==> src/rtl/noc_test_node.sv <==
// NoC traffic generator/checker endpoint: injects NUM_PKTS wormhole packets, counts well-formed arrivals.
// Optional receive backpressure (1 cycle in 4) under NOC_TEST_NODE_BACKPRESSURE_EN.
module noc_test_node #(
  parameter int X_ID           = 0,
  parameter int Y_ID           = 0,
  parameter int DEST_X_ID      = 1,
  parameter int DEST_Y_ID      = 1,
  parameter int Noc_Data_Width = 32,
  parameter int PKT_LEN        = 4,
  parameter int NUM_PKTS       = 16,
  parameter int START_DELAY    = 8,
  parameter int GAP            = 4
) (
  input  logic                      noc_clk,
  input  logic                      noc_rst,
  input  logic                      receive_valid,
  output logic                      receive_ready,
  input  logic [Noc_Data_Width-1:0] receive_flit,
  input  logic                      receive_is_header,
  input  logic                      receive_is_tail,
  output logic                      sender_valid,
  input  logic                      sender_ready,
  output logic [Noc_Data_Width-1:0] sender_flit,
  output logic                      sender_is_header,
  output logic                      sender_is_tail,
  output logic [7:0]                receive_num
);
  localparam logic [1:0] S_WAIT = 2'd0, S_SEND = 2'd1, S_GAP = 2'd2, S_DONE = 2'd3;
  localparam logic [0:0] R_IDLE = 1'b0, R_BODY = 1'b1;
  localparam bit ONE_FLIT = (PKT_LEN == 1);

  logic [1:0]  s_state;
  logic [31:0] s_cnt;
  logic [15:0] idx;
  logic [7:0]  seq;
  logic        last_flit;

  assign last_flit = (idx == 16'(PKT_LEN - 1));

  always_ff @(posedge noc_clk) begin
    if (noc_rst) begin
      s_state <= S_WAIT;
      s_cnt   <= '0;
      idx     <= '0;
      seq     <= '0;
    end else begin
      case (s_state)
        S_WAIT: begin
          if (START_DELAY <= 1 || s_cnt == 32'(START_DELAY - 1)) begin
            s_state <= S_SEND;
            s_cnt   <= '0;
            idx     <= '0;
          end else begin
            s_cnt <= s_cnt + 32'd1;
          end
        end
        S_SEND: begin
          if (sender_ready) begin
            if (last_flit) begin
              idx   <= '0;
              seq   <= seq + 8'd1;
              s_cnt <= '0;
              if (seq == 8'(NUM_PKTS - 1)) s_state <= S_DONE;
              else if (GAP == 0)           s_state <= S_SEND;
              else                         s_state <= S_GAP;
            end else begin
              idx <= idx + 16'd1;
            end
          end
        end
        S_GAP: begin
          if (s_cnt == 32'(GAP - 1)) begin
            s_state <= S_SEND;
            s_cnt   <= '0;
          end else begin
            s_cnt <= s_cnt + 32'd1;
          end
        end
        default: ;
      endcase
    end
  end

  // Flit content is a pure function of (idx, seq), so it holds while stalled.
  always_comb begin
    sender_flit = '0;
    if (s_state == S_SEND) begin
      if (idx == 16'd0) begin
        sender_flit[3:0]   = 4'(DEST_X_ID);
        sender_flit[7:4]   = 4'(DEST_Y_ID);
        sender_flit[11:8]  = 4'(X_ID);
        sender_flit[15:12] = 4'(Y_ID);
        sender_flit[23:16] = seq;
      end else begin
        sender_flit[7:0]  = idx[7:0];
        sender_flit[15:8] = seq;
      end
    end
  end

  assign sender_valid     = (s_state == S_SEND);
  assign sender_is_header = (s_state == S_SEND) && (idx == 16'd0);
  assign sender_is_tail   = (s_state == S_SEND) && last_flit;

  logic [0:0]  r_state;
  logic        match;
  logic [15:0] r_cnt;
  logic        ready_en;
  logic        rx;
  logic        hit;
  logic        unused_flit_bits;

  assign rx  = receive_valid && receive_ready;
  assign hit = (receive_flit[3:0] == 4'(X_ID)) && (receive_flit[7:4] == 4'(Y_ID));
  assign unused_flit_bits = ^receive_flit[Noc_Data_Width-1:8];

  always_ff @(posedge noc_clk) begin
    if (noc_rst) begin
      r_state     <= R_IDLE;
      match       <= 1'b0;
      r_cnt       <= '0;
      receive_num <= '0;
      ready_en    <= 1'b0;
    end else begin
      ready_en <= 1'b1;
      if (rx) begin
        if (receive_is_header) begin
          // A header always restarts; header+tail is a complete 1-flit packet.
          match <= hit;
          r_cnt <= 16'd1;
          if (receive_is_tail) begin
            r_state <= R_IDLE;
            if (hit && ONE_FLIT && receive_num != 8'hFF) receive_num <= receive_num + 8'd1;
          end else begin
            r_state <= R_BODY;
          end
        end else if (r_state == R_BODY) begin
          if (r_cnt != 16'hFFFF) r_cnt <= r_cnt + 16'd1;
          if (receive_is_tail) begin
            r_state <= R_IDLE;
            if (match && (r_cnt + 16'd1) == 16'(PKT_LEN) && receive_num != 8'hFF)
              receive_num <= receive_num + 8'd1;
          end
        end
      end
    end
  end

`ifdef NOC_TEST_NODE_BACKPRESSURE_EN
  logic [1:0] bp_cnt;
  always_ff @(posedge noc_clk) begin
    if (noc_rst) bp_cnt <= '0;
    else         bp_cnt <= bp_cnt + 2'd1;
  end
  assign receive_ready = ready_en && (bp_cnt != 2'd3);
`else
  assign receive_ready = ready_en;
`endif

endmodule

==> config.mk <==
export PLATFORM = sky130hd
export DESIGN_NAME = noc_test_node
export DESIGN_NICKNAME = d
export VERILOG_FILES = /design/src/rtl/noc_test_node.sv
export SDC_FILE = /design/constraint.sdc
export NUM_CORES = 1
export LEC_CHECK = 0
export CAP_MARGIN = 30
export CORE_MARGIN = 4
export CORE_UTILIZATION = 46
export DETAILED_ROUTE_END_ITERATION = 12
export PLACE_DENSITY = 0.75
export SLEW_MARGIN = 30
export SYNTH_ARGS = -nofsm -noshare
export SYNTH_HDL_FRONTEND = slang
export SYNTH_SLANG_ARGS = --single-unit
==> constraint.sdc <==
create_clock -name noc_clk -period 6.85 [get_ports noc_clk]
set_input_delay 2.055 -clock noc_clk [delete_from_list [all_inputs] [get_ports noc_clk]]
set_output_delay 2.055 -clock noc_clk [all_outputs]
set_load 0.05 [all_outputs]
# Word-level counts from Yosys, hierarchy flattened
# Cells that the tools add are included.
[word_totals]
ff_bits = 85
in_bits = 38
output_inout_bits = 44
elab_cells = 74
[classes]
add_sub_neg = 5
n_eq_ne = 13
muxes = 25
bitwise = 1
reduce_logical = 21
[op_table]
columns = ["cell", "count"]
rows = [
  ["32-bit 2-to-1 mux", 4],
  ["16-bit 2-to-1 mux", 7],
  ["32-bit case mux with 3 select lines", 1],
  ["16-bit by 1-bit adder with 16-bit output, second input constant", 2],
  ["32-bit by 1-bit adder with 32-bit output, second input constant", 1],
  ["32-bit by 2-bit equality test with 1-bit output, second input constant", 1],
  ["32-bit by 3-bit equality test with 1-bit output, second input constant", 1],
  ["16-bit case mux with 2 select lines", 1],
  ["24-bit 2-to-1 mux", 1],
  ["8-bit by 1-bit adder with 8-bit output, second input constant", 2],
  ["16-bit by 2-bit equality test with 1-bit output, second input constant", 1],
  ["16-bit by 3-bit equality test with 1-bit output, second input constant", 1],
  ["16-bit zero test", 1],
  ["16-bit inequality test, second input constant", 1],
  ["3-bit AND reduction", 4],
  ["5-bit AND reduction", 2],
  ["8-bit by 4-bit equality test with 1-bit output, second input constant", 1],
  ["4-bit zero test", 2],
  ["2-bit 2-to-1 mux", 4],
  ["8-bit 2-to-1 mux", 1],
  ["8-bit inequality test, second input constant", 1],
  ["1-bit logical AND", 6],
  ["2-bit case mux with 3 select lines", 1],
  ["2-bit nonzero test", 3],
  ["other kinds (9)", 15],
]

# Logic depth before layout (Yosys ltp)
# Gate-level depths: netlist (run 1).
[depth]
word_depth = 5
ltp_mapped = 9
depth_no_buf = 8

# Worst setup path after synthesis (run 1)
# Ideal clock, no wire load.
[synth_path]
path_kind = "flip-flop to output port"
from = "register s_state[1]"
to = "output sender_flit[16]"
arrival_time_ns = 2.468
required_time_ns = 4.795
slack_ns = 2.327
stages_incl_launch_ff = 7
n_path_buf = 2
path_cell_list = "dfxtp_1 > inv_1 > ha_1 > clkbuf_1 > and3_1 > clkbuf_1 > and2_1"
[synth_via]
elab_chain_cells = 2
[synth_rtl]
columns = ["element", "line", "rtl"]
rows = [
  ["start: declaration", "32", "logic [1:0] s_state;"],
  ["start signal: assignment", "42", "s_state <= S_WAIT;"],
  ["start signal: assignment", "50", "s_state <= S_SEND;"],
  ["start signal: assignment", "63", "if (seq == 8'(NUM_PKTS - 1)) s_state <= S_DONE;"],
  ["2-bit by 1-bit equality test with 1-bit output", "n/a", ""],
  ["named net sender_valid", "21", "output logic sender_valid,"],
  ["24-bit 2-to-1 mux", "87", "if (s_state == S_SEND) begin"],
  ["end: declaration", "23", "output logic [Noc_Data_Width-1:0] sender_flit,"],
]
# The timed path passes the listed nets, and every way through them passes these cells.

# Final worst setup path (run 1)
[layout_path]
from = "register s_state[1]"
to = "output sender_flit[3]"
[layout_via]
elab_chain_cells = 2
[layout_rtl]
columns = ["element", "line"]
rows = [
  ["2-bit by 1-bit equality test with 1-bit output", "87"],
  ["24-bit 2-to-1 mux", "87"],
]
# Every way passes these cells.

==> out/qor.yml, run 1 <==
cp_num_cells: 6
vias: 4300
criticalPathCategory: "flip-flop to output pin"
slowest_delay_ns: 0.82
start_util_pct: 47.8
async_flop_share_pct: 0
numCtsBuffers: 9
final_core_util_pct: 55.3
place_congestion: 0.828
route.detailed.drc: 0
overflow: 0
syn_inst: 589
yosys.cell_types.count: 58
wl_mm: 10.9
finalPower_mw: 1.12
ys_warn_count: 0
synth_edf_count: 0
hold_ws_ns: 0.481
clockBufferDepth: 2
rr_startpoint: "s_cnt[0]$_SDFFE_PP0P_"
multiInputGateArea_um2: 2830
final_area_um2: 5480
cp-startpoint: "s_state[1]$_SDFFE_PP0P_"
endpoint: "sender_flit[3]"
p_leak_nw: 1.82
dp_hpwl_mm: 7.69
drtPass1Iterations: 4
relSlewSlack_pct: 40.4
diodes: 0
clk_pin_slew_ns: 0.08
worstHoldPathType: "flip-flop to flip-flop"
ios: 82
register_area_um2: 1700
grt_setup_unrepaired: "no"
rrSetupSlack_ns: 3.83
fin_setup_tns_ns: 0
detail_route.vias_per_cell: 5.65
post-place-ws_ns: 2.06
status: "finished clean"
grt_max_degree: 43
antenna_found_initial: 0
fp.dieW_um: 110
setup_violations: 0
clock-sinks: 85
finalHoldViolations: 0
die_area_um2: 12000
first_global_vias: 4052
cts_max_level: 3
cp_data_required_time_ns: 4.80
crit_chain: "inv_1 -> ha_1 -> clkinv_1 -> nor2_1 -> and2_1 -> clkdlybuf4s50_1"
ctsHoldBuffers: 0
final_common_cell: "nor2_1"
yosysTopAreaCell: "dfxtp_1"
path_buf_inv: 3
routedWlPerCell_um: 14.3
fin_crit_sh_pct: 75.6
cap_violations: 0
cts_setup_buffers: 0
syn-cell-area_um2: 4740
place_area_um2: 5270
synth.top_cell.area_share_pct: 35.9
cp_data_arrival_time_ns: 3.12
yosysSeqAreaShare_pct: 35.9
grt.total_usage_pct: 18.5
p_per_area_nw_per_um2: 205
insertion_delay_ns: 0.37
worst_setup_path_start_kind: "flip-flop"
drive_gt1_share_pct: 5.10
rows: 36
timing.final.ws_setup_ns: 1.67
ys_seq_elements: 85
vdd_drop_max_uv: 123
fill_cells: 944
postCtsResizedCells: 0
ys.flop_type: "dfxtp_1"
period_needed_ns: 5.18
ys_top_cells_by_area: "dfxtp_1, nor2_1, xnor2_1"
clock_skew_ns: 0.0100
cts-root-buf: "clkbuf_8"
cts_tree: "built"
coreArea_um2: 9910
fmax_mhz: 193
cp-end-kind: "output pin"
layout_common_cells: "nor2_1, dfxtp_1, clkdlybuf4s50_1"
instances_no_fill: 761
worst_slew_pin_slew_ns: 0.894
port_buffers: 49
grt_pass1_wl_mm: 18.1
nets: 671
slowest_stage: "clkdlybuf4s50_1"
r2r_cells: 7
rr_endpoint: "idx[13]$_SDFFE_PP0P_"
avgSynthCellArea_um2: 8.05
area_delta_synth_final_pct: 15.6
worstPathMaxFanout: 15
chipHeight_um: 110
drt_iter0_drc: 262
report.final.slew_viol_count: 0
cp_top_family: "buffers and inverters"
dp_cells: 745
ant_nets: 0
## synthesized netlist by cell type, types with 4 or more instances
cell type	count
a211oi_1	5
a21oi_1	25
a311oi_1	9
a31oi_1	5
and2_1	25
and3_1	12
and4_1	13
buf_2	11
buf_4	8
clkbuf_1	16
dfxtp_1	85
ha_1	10
inv_1	15
mux2i_1	4
nand2_1	38
nand3_1	20
nand4_1	21
nor2_1	88
nor3_1	26
nor4_1	13
o2111ai_1	5
o211ai_1	10
o21ai_0	19
o21ai_1	4
or3_1	6
xnor2_1	24
xor2_1	23
## worst min-delay path by stage
stage / start / to / slack [ns] / cells past startpoint
final: match$_SDFFE_PP0P_ / match$_SDFFE_PP0P_ / 0.48 / 2
after global routing: idx[1]$_SDFFE_PP0P_ / idx[1]$_SDFFE_PP0P_ / 0.51 / 2
after CTS: match$_SDFFE_PP0P_ / match$_SDFFE_PP0P_ / 0.48 / 2
after detailed placement: match$_SDFFE_PP0P_ / match$_SDFFE_PP0P_ / 0.47 / 2
after global placement: match$_SDFFE_PP0P_ / match$_SDFFE_PP0P_ / 0.46 / 2
after floorplan: match$_SDFFE_PP0P_ / match$_SDFFE_PP0P_ / 0.43 / 2
## area by class of cell
cell class | count | area share [%]
sequential | 85 | 31.1
clock buffer | 9 | 2.26
tap | 133 | 3.04
timing repair buffer | 52 | 9.36
multi-input combinational | 459 | 51.6
clock inverter | 7 | 1.64
inverter | 16 | 1.10
## registers in the layout, indices dropped and copies added (netlist names)
register and cells:
r_cnt 16, r_state 1, receive_ready 1, idx 16, s_cnt 32, seq 8
match 1, s_state 2, receive_num 8
## layer usage
metal	GRT usage, %	wire [um]	vias up
met1	22.8	4950	2017
met5	0	0	-
met2	31.7	5340	95
met4	4.99	94	0
met3	4.93	531	9
li1	-	-	2179
## worst min-delay path, cell delays in order, from the launching register on
cell and delay, ns:
dfxtp_1 0.33, nand2_1 0.06, a21oi_1 0.05
## cells by family after synthesis
| family | after synthesis | synth area share, % |
|---|---|---|
| xor+xnor | 47 | 8.69 |
| compound gates | 102 | 14.3 |
| flops | 85 | 35.9 |
| buf+inv | 52 | 5.04 |
| mux | 7 | 1.56 |
| other cells | 1 | 0.0791 |
| fa+ha+maj | 10 | 2.64 |
| simple gates | 285 | 31.8 |
## where the power goes
group / leakage, nW / internal (mW) / switching, mW
clock network: 0.105 / 0.203 / 0.185
logic: 1.03 / 0.0676 / 0.149
registers: 0.686 / 0.505 / 0.0119
total: 1.82 / 0.776 / 0.346
Power figures use the tool's default switching activity.
==> inputs of run 2 (changes only) <==
==> constraint.sdc (replaced) <==
create_clock -name noc_clk -period 5.2 [get_ports noc_clk]
set_input_delay 1.56 -clock noc_clk [delete_from_list [all_inputs] [get_ports noc_clk]]
set_output_delay 1.56 -clock noc_clk [all_outputs]
set_load 0.05 [all_outputs]
==> run 2 against run 1 <==
Compared with the run above: clock power is 35% higher; global-route usage is 0.17 points lower; clock skew is 0.0050 ns higher; sequential share of layout area is 0.099 points lower; final cell count is 0.13% higher; die area stayed put; non-clock buffer count is 1 higher; via count is 0.51% higher; register-to-register slack worse by 1.4 ns; routed wire length is 2.7% lower; largest cell class unchanged; largest power group unchanged.
==> out/qor.yml, run 2 (synthesis results as in run 1) <==
reg_top3: "s_cnt: 32 flops, idx: 16 flops, r_cnt: 16 flops"
register_area_um2: 1700  # unchanged
cp_data_required_time_ns: 3.64  # -1.16 ns
fp.dieW_um: 110  # unchanged
area_delta_synth_final_pct: 16.0
antenna_found_initial: 0  # unchanged
grt_max_degree: 42  # -2.3%
rrSetupSlack_ns: 2.39  # -1.44 ns
min-delay-start: "match$_SDFFE_PP0P_"
first_global_vias: 3977  # -1.9%
layout_common_cells: "nor2_1, dfxtp_1, clkdlybuf4s50_1"
drtPass1Iterations: 5  # +1
coreArea_um2: 9910  # unchanged
fmax_mhz: 214
ant_nets: 0  # unchanged
vias: 4322  # +0.51%
chipHeight_um: 110  # unchanged
grt.total_usage_pct: 18.3  # -0.17 points
finalHoldViolations: 0  # unchanged
setup_violations: 0  # unchanged
place_congestion: 0.822  # -0.74%
diodes: 0  # unchanged
cts_tree: "built"
numCtsBuffers: 9  # unchanged
final_common_cell: "nor2_1"
worstPathMaxFanout: 15  # unchanged
p_per_area_nw_per_um2: 271  # +32%
overflow: 0  # unchanged
worst_setup_path_start_kind: "flip-flop"
start_util_pct: 47.8  # unchanged
worst_slew_pin_slew_ns: 0.932  # +0.0386 ns
clock-sinks: 85  # unchanged
clk_pin_slew_ns: 0.08  # about the same
cp_data_arrival_time_ns: 3.12  # about the same
drive_gt1_share_pct: 5.25  # +0.15 points
rr_startpoint: "r_cnt[0]$_SDFFE_PP0P_"
dp_hpwl_mm: 7.45  # -3.1%
largest_register_ff_count: 32  # unchanged
relSlewSlack_pct: 37.9  # -2.6 points
final_area_um2: 5500  # +0.32%
p_leak_nw: 1.83  # +0.70%
clockBufferDepth: 2  # unchanged
grt_setup_unrepaired: "no"
place_area_um2: 5270  # +0.14%
rows: 36  # unchanged
vdd_drop_max_uv: 200  # +63%
drt_iter0_drc: 306  # +17%
clock_skew_ns: 0.0151  # +0.00504 ns
cts_setup_buffers: 0  # unchanged
hold_path_end: "match$_SDFFE_PP0P_"
status: "finished clean"
routedWlPerCell_um: 13.9  # -2.9%
route.detailed.drc: 0  # unchanged
final_core_util_pct: 55.5  # +0.18 points
period_needed_ns: 4.68
wl_mm: 10.6  # -2.7%
port_buffers: 49  # unchanged
cap_violations: 0  # unchanged
postCtsResizedCells: 0  # unchanged
cts-root-buf: "clkbuf_8"
insertion_delay_ns: 0.37  # about the same
fin_crit_sh_pct: 90.1
rr_endpoint: "receive_num[3]$_SDFFE_PP0P_"
cts_max_level: 3  # unchanged
detail_route.vias_per_cell: 5.67  # +0.38%
ctsHoldBuffers: 0  # unchanged
grt_pass1_wl_mm: 18.0  # -0.80%
fill_cells: 909  # -3.7%
ios: 82  # unchanged
hold_ws_ns: 0.469  # -0.0120 ns
cp-end-kind: "output pin"
report.final.slew_viol_count: 0  # unchanged
fin_setup_tns_ns: 0  # unchanged
whs_path_depth: 2  # unchanged
criticalPathCategory: "flip-flop to output pin"
top_register: "s_cnt"
worstHoldPathType: "flip-flop to flip-flop"
die_area_um2: 12000  # unchanged
nets: 672  # +0.15%
r2r_cells: 7  # unchanged
multiInputGateArea_um2: 2830  # unchanged
## run 2: cell count changes in the layout (fill, tap and decap cells not counted)
cell	delta
clkbuf_8	+1
clkinv_2	-1
clkinv_4	+1
buf_4	+1
clkinvlp_4	-1
## run 2: power by group
group / total (mW) / switching [mW] / leakage (nW) / internal [mW]
registers: 0.681 / 0.0151 / 0.686 / 0.666
logic: 0.286 / 0.196 / 1.03 / 0.0898
clock network: 0.523 / 0.240 / 0.112 / 0.283
## run 2: worst max-delay path by stage
stage / slack, ns / depth (start not counted) / endpoint / start
final: 0.52 / 6 / sender_flit[8] / s_state[1]$_SDFFE_PP0P_
after global routing: 0.26 / 6 / sender_flit[8] / s_state[1]$_SDFFE_PP0P_
after CTS: 0.48 / 6 / sender_flit[12] / s_state[1]$_SDFFE_PP0P_
after detailed placement: 0.92 / 6 / sender_flit[12] / s_state[1]$_SDFFE_PP0P_
after global placement: 0.96 / 6 / sender_flit[15] / s_state[1]$_SDFFE_PP0P_
after floorplan: 1.17 / 6 / sender_flit[16] / s_state[1]$_SDFFE_PP0P_
## run 2: metrics by stage
step	setup WS, ns	power, mW	std cells
after floorplan	1.17	0.910	596
after global placement	0.964	0.973	746
after detailed placement	0.925	0.979	746
after CTS	0.483	1.50	762
after global routing	0.255	1.55	762
final	0.516	1.49	762
## run 2: final cells by class
type                       instances  area share [%]
inverter                          16            1.09
multi-input combinational        459            51.4
timing repair buffer              53            9.47
clock inverter                     6            1.57
clock buffer                      10            2.50
sequential                        85            31.0
tap                              133            3.03
## run 2: routing by layer
| layer | routed length, um | vias to the layer above | GRT usage, % |
|---|---|---|---|
| li1 | - | 2174 | - |
| met1 | 4820 | 2019 | 23.3 |
| met3 | 483 | 15 | 3.58 |
| met5 | 0 | - | 0 |
| met2 | 5150 | 114 | 30.9 |
| met4 | 161 | 0 | 6.23 |
## run 2: critical path, cell delays in order (launching register included)
cell             delay (ns)
dfxtp_1                0.35
inv_1                  0.09
ha_1                   0.50
clkinv_1               0.39
nor2_1                 0.43
and2_1                 0.19
clkdlybuf4s50_1        0.80
